<file path="src/rtl/sign_extension_pkg.sv">
// sign_extension_pkg: shared widths and extension-mode encoding for the immediate extender
package sign_extension_pkg;
    localparam int SE_IN_W_DEF  = 3;
    localparam int SE_OUT_W_DEF = 8;
    typedef enum logic {
        EXT_SIGN = 1'b0,
        EXT_ZERO = 1'b1
    } ext_mode_e;
endpackage

</file>
<file path="src/rtl/sign_extension_core.sv">
// sign_extend_core: combinational sign/zero extension of an immediate field
// Ports: input_bits [IN_W-1:0] immediate, zero_ext mode select (0 sign, 1 zero),
//        ext_bits [OUT_W-1:0] extended result.
module sign_extend_core
    import sign_extension_pkg::*;
#(
    parameter int IN_W  = SE_IN_W_DEF,
    parameter int OUT_W = SE_OUT_W_DEF
) (
    input  logic [IN_W-1:0]  input_bits,
    input  logic             zero_ext,
    output logic [OUT_W-1:0] ext_bits
);
    if (IN_W < 1) begin : g_err_in_w
        $error("sign_extend_core: IN_W must be at least 1");
    end
    if (IN_W > OUT_W) begin : g_err_widths
        $error("sign_extend_core: IN_W must not exceed OUT_W");
    end
    if (IN_W == OUT_W) begin : g_pass
        // Nothing to replicate; the mode select has no effect at equal widths.
        logic unused_zero_ext;
        assign unused_zero_ext = zero_ext;
        assign ext_bits = input_bits;
    end else begin : g_ext
        logic fill;
        assign fill = (ext_mode_e'(zero_ext) == EXT_ZERO) ? 1'b0 : input_bits[IN_W-1];
        assign ext_bits = {{(OUT_W-IN_W){fill}}, input_bits};
    end
endmodule

</file>
<file path="src/rtl/sign_extension.sv">
// sign_extension: registered immediate extender with valid flag and sign indicator
// Ports: clk, rst_n (async active-low), in_valid/input_bits/zero_ext from decode,
//        out_valid/extended_bits/is_negative toward the ALU operand stage (1-cycle latency).
module sign_extension
    import sign_extension_pkg::*;
#(
    parameter int IN_W  = SE_IN_W_DEF,
    parameter int OUT_W = SE_OUT_W_DEF
) (
    input  logic             clk,
    input  logic             rst_n,
    input  logic             in_valid,
    input  logic [IN_W-1:0]  input_bits,
    input  logic             zero_ext,
    output logic             out_valid,
    output logic [OUT_W-1:0] extended_bits,
    output logic             is_negative
);
    logic [OUT_W-1:0] core_bits;
    logic [OUT_W-1:0] ext_q, ext_d;
    logic             valid_q, valid_d;
    logic             neg_q, neg_d;

    sign_extend_core #(.IN_W(IN_W), .OUT_W(OUT_W)) u_core (
        .input_bits (input_bits),
        .zero_ext   (zero_ext),
        .ext_bits   (core_bits)
    );

    // Data holds while idle; only the valid flag tracks in_valid every cycle.
    always_comb begin
        ext_d   = in_valid ? core_bits : ext_q;
        neg_d   = in_valid ? core_bits[OUT_W-1] : neg_q;
        valid_d = in_valid;
    end

    always_ff @(posedge clk or negedge rst_n) begin
        if (!rst_n) begin
            ext_q   <= '0;
            valid_q <= 1'b0;
            neg_q   <= 1'b0;
        end else begin
            ext_q   <= ext_d;
            valid_q <= valid_d;
            neg_q   <= neg_d;
        end
    end

    assign extended_bits = ext_q;
    assign out_valid     = valid_q;
    assign is_negative   = neg_q;
endmodule

</file>
<file path="config.mk">
export PLATFORM = sky130hd
export DESIGN_NAME = sign_extension
export DESIGN_NICKNAME = d
export VERILOG_FILES = /design/src/rtl/sign_extension_pkg.sv /design/src/rtl/sign_extension_core.sv /design/src/rtl/sign_extension.sv
export SDC_FILE = /design/constraint.sdc
export NUM_CORES = 1
export LEC_CHECK = 0
export ABC_AREA = 1
export CORE_AREA = 2 2 39 41
export DETAILED_ROUTE_END_ITERATION = 7
export DIE_AREA = 0 0 41 43
export GPL_TIMING_DRIVEN = 0
export PLACE_DENSITY = 0.66
export SLEW_MARGIN = 20
export SYNTH_ARGS = -nofsm -noshare
export SYNTH_HDL_FRONTEND = slang
export SYNTH_HIERARCHICAL = 1
export SYNTH_SLANG_ARGS = --single-unit
</file>
<file path="constraint.sdc">
create_clock -name clk -period 0.8 [get_ports clk]
set_clock_uncertainty 0.05 [all_clocks]
set_input_delay 0.12 -clock clk [delete_from_list [all_inputs] [get_ports clk]]
set_output_delay 0.12 -clock clk [all_outputs]
set_load 0.02 [all_outputs]
</file>
==> summary.md <==
| Metric | Value |
|---|---|
| Final core occ | between 40% and 50% |
| Vias/cell | ~4 |
| Fin crit period | approximately 1.1 ns |
| Critical Path Source Type | flop |
| CTS root buf | clkbuf_4 |
| Bufs on Longest Clock Path | 2 |
| Sequential fraction of the synthesis area | around 55% |
| Rel. slew slack | between 70% and 80% |
| CP peak stage delay | 0.40 ns |
| FF+latch count, synth | 9 |
| Final max-slew violation count | 0 |
| Endpoints failing setup | 10 |
| Hpwl dp | about 490 um |
| Leading cell types in the layout, fill and taps excluded | nand2_1, buf_6, buf_4, dfrtp_1, clkbuf_4 |
| CTS buffer count | 3 |
| CTS sink cnt | 9 |
| CP max stage cell | dfrtp_1 |
| Met3 Routed Length | about 48 um |
| YS warnings | 6 |
| Core area | ~1400 um2 |
| Vias in the first global route | 265 |
| Die width | a little over 40 um |
| Final Hold Viols | 0 |
| Largest net degree at the start of global routing | 10 |
| Pwr per Cell Area | between 1500 and 2000 nW/um2 |
| Max Used Layer | met3 |
| Synth Instances | 46 |
| Flop2flop setup slack | around 0.020 ns |
| Pwr Total | 1.15 mW |
| Status | finished with violations |
| TritonCTS clock tree | done |
| Clk_lat worst skew | 0.25 ns |
| F_max | around 0.94 GHz |
| Met1 wire length | 292 um |
| Initial Utilization | between 20% and 30% |
| Iteration-0 DRC Markers | 7 |
| Router iterations before antenna repair | 3 |
| Avg Cell Area, Syn | about 8.9 um2 |
| CP endpoint kind | output pin |
| Netlist Area Pre-Place | 408 um2 |
| CP Class | reg -> out |
| Initial antenna violation count | 0 |
| Post-synth cell types | 7 |
| Register clock-pin slew on the reported worst setup and hold paths | 0.06 ns |
| Failing checks | setup timing |
| Final WS setup | -0.262 ns |
| Tightest Pin Transition | around 0.41 ns |
| H-tree levels | 1 |
| Gpl congestion | 0.662 |
| Most common cell after layout, fill and taps aside | nand2_1 |
| Critical path peak fanout | 3 |
| WL/cell | 8.07 um |
| Top cell by count, worst path | buf_6 |
| Final Net Count | 78 |
| Syn Nets | between 50 and 60 |
| Final period utilization | 133% |
| Final WL | between 600 and 700 um |
| Vias | about 330 |
| Area growth syn-to-layout | 65.0% |
| Share of cells above drive strength 1 | 47.1% |
| Die height | around 43 um |
| N_diodes | 0 |
| Hold buffers post-CTS | 0 |
| Min Hold Slack | approximately 0.014 ns |
| First-pass GRT wire length | between 1000 and 1500 um |
| Top Ports | 17 |
| MaxCap Viol Count | 0 |
| Number of I/O port buffers | 14 |
| Final setup TNS | -1.60 ns |
| Leakage | ~0.38 nW |
| Final ANT Viol Nets | 0 |
| Critical Path RT | roughly 0.63 ns |
| DRC viols | 0 |
| Die ar. | about 1800 um2 |
| Cell Chain, Critical Path | buf_6, buf_6 |
| VDD IR-drop max | around 0.45 mV |
| Hold Crit Class | in -> reg |
| Total grt overflow | 0 |
| CP Data Arrival Time | 0.89 ns |
| Row cnt | 14 |
| Metal2 WL | roughly 350 um |
| RSZ-0062 raised after global routing | true |
| Total GRT Usage | 9.40% |
layout make-up:
| cell class | count | area [um2] |
|---|---|---|
| sequential | 9 | 225 |
| timing repair buffer | 20 | 208 |
| inverter | 2 | 7.51 |
| fill | 139 | 711 |
| buffer | 10 | 82.6 |
| clock buffer | 4 | 26.3 |
| tap | 16 | 20.0 |
| multi-input combinational | 25 | 104 |
stage by stage:
| stage | std cells | setup WS [ns] | area (um2) |
|---|---|---|---|
| 2_1_floorplan | 46 | 0.00381 | 408 |
| 3_3_place_gp | 76 | -0.400 | 568 |
| 3_5_place_dp | 76 | -0.406 | 568 |
| 4_1_cts | 83 | -0.269 | 642 |
| 5_1_grt | 86 | -0.303 | 673 |
| 6_report | 86 | -0.262 | 673 |
sequential cells by signal, indices dropped and copies added, names as in the netlist:
name,count
out_valid,1
extended_bits,7
is_negative,1
per-layer routing:
| layer | vias up | global-route usage [%] |
|---|---|---|
| met3 | 0 | 1.57 |
| li1 | 176 | - |
| met5 | - | 0 |
| met2 | 11 | 12.5 |
| met1 | 147 | 10.5 |
| met4 | 0 | 12.0 |
Yosys cell counts, drive strengths merged:
library cell | n | share of area (%)
buf | 10 | 19
nor2 | 1 | 1.5
inv | 2 | 1.8
dfrtp | 9 | 55
nand2 | 24 | 22
cells by family after synthesis:
logic type / synth area share, %
buffers and inverters: 21.2
DFF: 55.2
and+or+nand+nor: 23.6
repair_timing:
action | in CTS | in global routing
setup endpoints to repair | 18 | 16
setup buffers | 3 | 3
pin swaps | 1 | 0
gates resized for setup | 63 | 3
final timing paths:
path	cells past startpoint	to	start
hold reg to reg	2	extended_bits[0]$_DFFE_PN0P_	extended_bits[0]$_DFFE_PN0P_
setup reg to reg	3	is_negative$_DFFE_PN0P_	is_negative$_DFFE_PN0P_
min in group asynchronous	1	out_valid$_DFF_PN0_	rst_n
setup / recovery	2	extended_bits[7]	is_negative$_DFFE_PN0P_
hold / removal	3	extended_bits[0]$_DFFE_PN0P_	input_bits[0]
max in group asynchronous	1	extended_bits[0]$_DFFE_PN0P_	rst_n
critical path: cells and delay by family (launching register included):
family | cells | cell delay, ns
buffers and inverters | 2 | 0.24
DFF | 1 | 0.40
report_power, final:
group	switching (mW)	leakage, nW	internal, mW
clock	0.148	0.0150	0.192
sequential	0.0250	0.113	0.491
combinational	0.126	0.255	0.170
(Power assumes the default switching activity.)
